File: config.mk
export PLATFORM = sky130hd
export DESIGN_NAME = restoring_divider_flat
export DESIGN_NICKNAME = d
export VERILOG_FILES = /design/src/rtl/restoring_divider_if.sv /design/src/rtl/restoring_divider.sv /design/src/flat_wrapper.sv
export SDC_FILE = /design/constraint.sdc
export NUM_CORES = 1
export LEC_CHECK = 0
export BUFFER_PORTS_ARGS = -buffer_cell sky130_fd_sc_hd__buf_2
export CORE_MARGIN = 3
export CORE_UTILIZATION = 53
export CTS_CLUSTER_DIAMETER = 50
export CTS_CLUSTER_SIZE = 40
export DETAILED_ROUTE_END_ITERATION = 10
export GPL_TIMING_DRIVEN = 0
export PLACE_DENSITY = 0.73
export RECOVER_POWER = 25
export SKIP_LAST_GASP = 1
export SLEW_MARGIN = 20
export SYNTH_ARGS = -nofsm -noshare
export SYNTH_HDL_FRONTEND = slang
export SYNTH_SLANG_ARGS = --single-unit
File: constraint.sdc
create_clock -name clk -period 2.5 [get_ports clk]
set_clock_uncertainty 0.15 [all_clocks]
set_input_delay 0.5 -clock clk [delete_from_list [all_inputs] [get_ports clk]]
set_output_delay 0.5 -clock clk [all_outputs]
set_load 0.01 [all_outputs]
File: src/rtl/restoring_divider_if.sv
// Handshake and operand/result bus for restoring_divider.
// master: the requester (drives start and operands); slave: the divider.
interface restoring_divider_if #(
  parameter int WIDTH = 4
);
  logic                 start;
  logic [2*WIDTH-1:0]   dividend;
  logic [WIDTH-1:0]     divisor;
  logic                 busy;
  logic                 done;
  logic [2*WIDTH-1:0]   quotient;
  logic [WIDTH-1:0]     remainder;
  logic                 div_by_zero;

  modport master (
    output start, dividend, divisor,
    input  busy, done, quotient, remainder, div_by_zero
  );

  modport slave (
    input  start, dividend, divisor,
    output busy, done, quotient, remainder, div_by_zero
  );
endinterface

File: src/rtl/restoring_divider.sv
// Sequential restoring divider: 2W-bit dividend / W-bit divisor,
// one quotient bit per clock, start/busy/done handshake.
// Optional feature macro: DIV_ZERO_DETECT_EN -- a zero divisor skips the
// iterations and reports div_by_zero with the natural all-ones result.
module restoring_divider #(
  parameter int WIDTH = 4
) (
  input  logic               clk,
  input  logic               rst,
  restoring_divider_if.slave bus
);
  localparam int DW = 2 * WIDTH;
  localparam int CW = $clog2(DW) + 1;

  typedef enum logic [1:0] {IDLE, RUN, DONE} state_t;

  state_t          state;
  logic [WIDTH:0]  rem_r;
  logic [DW-1:0]   q_r;
  logic [CW-1:0]   cnt;
  logic [WIDTH-1:0] dvs_r;
  logic            busy_r;
  logic            done_r;
  logic [DW-1:0]   quo_r;
  logic [WIDTH-1:0] rem_out_r;

  logic [WIDTH:0]  r_shift;
  logic            ge;
  logic [WIDTH:0]  r_next;
  logic [DW-1:0]   q_next;

  // One restoring step: shift in the next dividend bit, subtract if it fits.
  always_comb begin
    r_shift = {rem_r[WIDTH-1:0], q_r[DW-1]};
    ge      = (r_shift >= {1'b0, dvs_r});
    r_next  = ge ? (r_shift - {1'b0, dvs_r}) : r_shift;
    q_next  = {q_r[DW-2:0], ge};
  end

`ifdef DIV_ZERO_DETECT_EN
  logic dz_r;
  assign bus.div_by_zero = dz_r;
`else
  assign bus.div_by_zero = 1'b0;
`endif

  assign bus.busy      = busy_r;
  assign bus.done      = done_r;
  assign bus.quotient  = quo_r;
  assign bus.remainder = rem_out_r;

  // Control FSM with datapath; results hold until the next operation's DONE.
  always_ff @(posedge clk) begin
    if (rst) begin
      state     <= IDLE;
      rem_r     <= '0;
      q_r       <= '0;
      cnt       <= '0;
      dvs_r     <= '0;
      busy_r    <= 1'b0;
      done_r    <= 1'b0;
      quo_r     <= '0;
      rem_out_r <= '0;
`ifdef DIV_ZERO_DETECT_EN
      dz_r      <= 1'b0;
`endif
    end else begin
      case (state)
        IDLE: begin
          done_r <= 1'b0;
          if (bus.start) begin
            dvs_r <= bus.divisor;
            rem_r <= '0;
            q_r   <= bus.dividend;
            cnt   <= '0;
`ifdef DIV_ZERO_DETECT_EN
            if (bus.divisor == '0) begin
              state     <= DONE;
              done_r    <= 1'b1;
              quo_r     <= '1;
              rem_out_r <= bus.dividend[WIDTH-1:0];
              dz_r      <= 1'b1;
            end else
`endif
            begin
              state  <= RUN;
              busy_r <= 1'b1;
            end
          end
        end
        RUN: begin
          rem_r <= r_next;
          q_r   <= q_next;
          cnt   <= cnt + 1'b1;
          // Last step: publish the result of this cycle's iteration directly.
          if (cnt == CW'(DW - 1)) begin
            state     <= DONE;
            busy_r    <= 1'b0;
            done_r    <= 1'b1;
            quo_r     <= q_next;
            rem_out_r <= r_next[WIDTH-1:0];
`ifdef DIV_ZERO_DETECT_EN
            dz_r      <= 1'b0;
`endif
          end
        end
        DONE: begin
          done_r <= 1'b0;
          state  <= IDLE;
        end
        default: state <= IDLE;
      endcase
    end
  end
endmodule
File: src/flat_wrapper.sv
// flat-port wrapper written by rule: the top's interface ports become plain ports
module restoring_divider_flat 
#(
  parameter int WIDTH = 4
)
  (clk, rst, bus_start, bus_dividend, bus_divisor, bus_busy, bus_done, bus_quotient, bus_remainder, bus_div_by_zero);
  restoring_divider_if #(.WIDTH(WIDTH)) bus_i ();
  input  logic clk;
  input  logic rst;
  input wire logic [$bits(bus_i.start)-1:0] bus_start;
  input wire logic [$bits(bus_i.dividend)-1:0] bus_dividend;
  input wire logic [$bits(bus_i.divisor)-1:0] bus_divisor;
  output wire logic [$bits(bus_i.busy)-1:0] bus_busy;
  output wire logic [$bits(bus_i.done)-1:0] bus_done;
  output wire logic [$bits(bus_i.quotient)-1:0] bus_quotient;
  output wire logic [$bits(bus_i.remainder)-1:0] bus_remainder;
  output wire logic [$bits(bus_i.div_by_zero)-1:0] bus_div_by_zero;
  assign bus_i.start = bus_start;
  assign bus_i.dividend = bus_dividend;
  assign bus_i.divisor = bus_divisor;
  assign bus_busy = bus_i.busy;
  assign bus_done = bus_i.done;
  assign bus_quotient = bus_i.quotient;
  assign bus_remainder = bus_i.remainder;
  assign bus_div_by_zero = bus_i.div_by_zero;
  restoring_divider #(.WIDTH(WIDTH)) u_core (.clk(clk), .rst(rst), .bus(bus_i));
endmodule
==> impl_metrics.toml <==
[finish]
syn2layout_area_growth_pct = 14.4
fillCellCount = 248
finalNetCount = 234
layout_commonest_cell = "nor2_1"
diodes = 0
register_area_um2 = 721
mostFrequentLayoutCells = "37 x nor2_1, 36 x dfxtp_1, 20 x buf_2, 13 x a21oi_1, 12 x clkbuf_1"
drive_above_1_share = 0.169
multi_input_area_um2 = 768

[floorplan]
coreArea_um2 = 2780
rows = 19
die_y_um = 60.4
start_util = 0.564
ios = 30
die_width_um = 60.4
dieArea_um2 = 3650

[global_routing]
grt_pass1_vias = 1215
antenna_found_initial = 0
grt_start_max_net_pins = 11
grt_pass1_wl_um = 5500
overflow = 0
gr-usage-all-layers = 0.205

[cts]
postCtsSetupBuffers = 0
cts_root_buffer = "clkbuf_4"
clk_latency_ps = 340
htreeDepth = 2
cts_tree = "built"
cts.sinks = 36
cts_buffer_depth = 2
path_clk_slew_ps = 100
cts_hold_buf = 0
cts_resized = 0
numCtsBuffers = 5

[placement]
hpwl_um = 2480
io_buffers = 27
place_ws_ps = 547
gp_congestion = 0.793

[power]
p_int_w = 0.000840
power_density_nw_per_um2 = 637
switching_share = 0.266
seq_power_share = 0.538
comb_power_share = 0.163
netSwitchingPower_w = 0.000304
clkPwrFrac = 0.299
vdd_drop_max_uv = 524
p_leak_nw = 0.773

[route]
drt_iter0_markers = 64
top_layer = "met4"
vias = 1351
totalWireLength_um = 3370
wire_per_inst_um = 13.8
detail-route-antenna-nets = 0
drt-met1-wl_um = 1550
wl_met2_um = 1590
wl_met3_um = 180
vias_per_cell = 5.54
dr.pass1.iters = 4
drcViolationCount = 0

[critical_path]
crit_family = "compound AO/OA/AOI/OAI gates"
slowest_delay_ps = 320
required_ps = 2590
rr_endpoint = "u_core.rem_r[0]$_SDFFE_PP0P_"
crit_path_end_kind = "flip-flop"
endpoint = "u_core.rem_r[0]$_SDFFE_PP0P_"
reg2reg_depth = 7
worstPathArrival_ps = 2060
cp.buffers_inverters = 1
reg2reg_slack_ps = 530
path_cells = "inv_1 -> ha_1 -> nand2b_1 -> a211oi_2 -> o21ai_2 -> mux2i_1 -> a22o_1"
path_class = "flip-flop to flip-flop"
cp_slowest_cell = "dfxtp_1"
start_kind = "flip-flop"
critical_path_cell_count = 7
crit_start = "u_core.q_r[7]$_SDFFE_PP0P_"
r2r_start = "u_core.q_r[7]$_SDFFE_PP0P_"
path_max_fanout = 5

[sta]
worstMarginPinSlew_ps = 687
timing.final.crit_share = 0.786
rsz0062_at_grt = "no"
worst_slack_ps = 534
fmax_ghz = 0.509
hold_slack_ps = 234
finalSetupTns_ps = 0
hold_violations = 0
slew_viol_final = 0
setup_viol = 0
min_period_ps = 1970
maxSlewHeadroom = 0.540

[logic_synthesis]
synth_area_leaders = "dfxtp_1 46%, nor2_1 8.9%, a22o_1 5.0%"
synth.avg_cell_area_um2 = 8.77
synth-seq-cells = 36
syn-cell-area_um2 = 1570
synth_top_area_frac = 0.459
synth_edf_count = 0
yosysSeqAreaShare = 0.459
syn_inst = 179
synth_top_area_cell = "dfxtp_1"
yosysWarnings = 0
syn_nets = 200
ys.flop_type = "dfxtp_1"
yosysUniqueCellTypes = 38
async_reset_ff_frac = 0

[min_path]
min_path_type = "input port to flip-flop"

[flow_run]
drv_cap = 0

[outcome]
outcome = "finished clean"
[routing by layer]
metal | global-route usage | up-vias
li1 | - | 681
met2 | 0.330 | 29
met5 | 0 | -
met1 | 0.259 | 635
met3 | 0.0638 | 6
met4 | 0.0805 | 0
[sequential cells by signal, indices dropped and copies added, names as in the netlist]
name                  count
u_core.bus.quotient       8
u_core.state              2
u_core.bus.busy           1
u_core.bus.remainder      4
u_core.q_r                8
u_core.rem_r              4
u_core.dvs_r              4
u_core.bus.done           1
u_core.cnt                4
[area by class of cell]
type,instances,share of cell area
Multi-Input combinational cell,127,0.428
Sequential cell,36,0.402
Timing Repair Buffer,27,0.0683
Clock buffer,7,0.0363
Buffer,9,0.0293
Tap cell,31,0.0216
Inverter,7,0.0146
[power groups by stage]
stage / sequential, W / clock [W] / combinational, W
CTS: 0.000615 / 0.000351 / 0.000187
finish: 0.000615 / 0.000342 / 0.000186
detailed placement: 0.000628 / 0 / 0.000186
global route: 0.000618 / 0.000376 / 0.000210
global placement: 0.000626 / 0 / 0.000179
floorplan: 0.000624 / 0 / 0.000142
[worst min path at each step]
stage / startpoint / to / slack [ps] / cells after the start
2_1_floorplan: u_core.rem_r[3]$_SDFFE_PP0P_ / u_core.rem_r[3]$_SDFFE_PP0P_ / 280 / 2
3_3_place_gp: u_core.bus.remainder[3]$_SDFFE_PP0P_ / u_core.bus.remainder[3]$_SDFFE_PP0P_ / 280 / 2
3_5_place_dp: u_core.bus.quotient[7]$_SDFFE_PP0P_ / u_core.bus.quotient[7]$_SDFFE_PP0P_ / 290 / 2
4_1_cts: bus_divisor[3] / u_core.dvs_r[3]$_SDFFE_PP0P_ / 220 / 3
5_1_grt: bus_divisor[3] / u_core.dvs_r[3]$_SDFFE_PP0P_ / 230 / 3
6_report: bus_divisor[1] / u_core.dvs_r[1]$_SDFFE_PP0P_ / 230 / 3
[cells by family after synthesis]
family                   Yosys count  synth area share
buffers and inverters             16            0.0510
flip-flops                        36             0.459
AND/OR/NAND/NOR                   70             0.206
AO/OA/AOI/OAI                     43             0.185
adder cells (fa/ha/maj)            6            0.0526
other                              1           0.00239
XOR/XNOR                           2            0.0112
multiplexers                       5            0.0327
[metrics by stage]
step                total power [W]  cell area (um^2)   util  instances
floorplan                  0.000766              1570      -        179
global placement           0.000805              1740  0.627        237
detailed placement         0.000814              1740  0.627        237
CTS                         0.00115              1810  0.650        244
global route                0.00120              1790  0.645        244
finish                      0.00114              1790  0.645        244
[worst min-delay path, stage by stage]
cell and delay, ps:
buf_2 70, a21oi_1 50, nor2_1 70
[Yosys cell counts, types with 2 or more instances]
master	n
mux2i_1	4
a22oi_1	2
a211oi_1	4
a21oi_1	13
a22o_1	9
buf_2	4
nor2_1	37
ha_1	5
nand2b_1	2
nor2b_1	8
o21ai_0	9
dfxtp_1	36
nand2_1	11
inv_1	6
nor3_1	5
buf_4	2
Power figures use the tool's default switching activity.
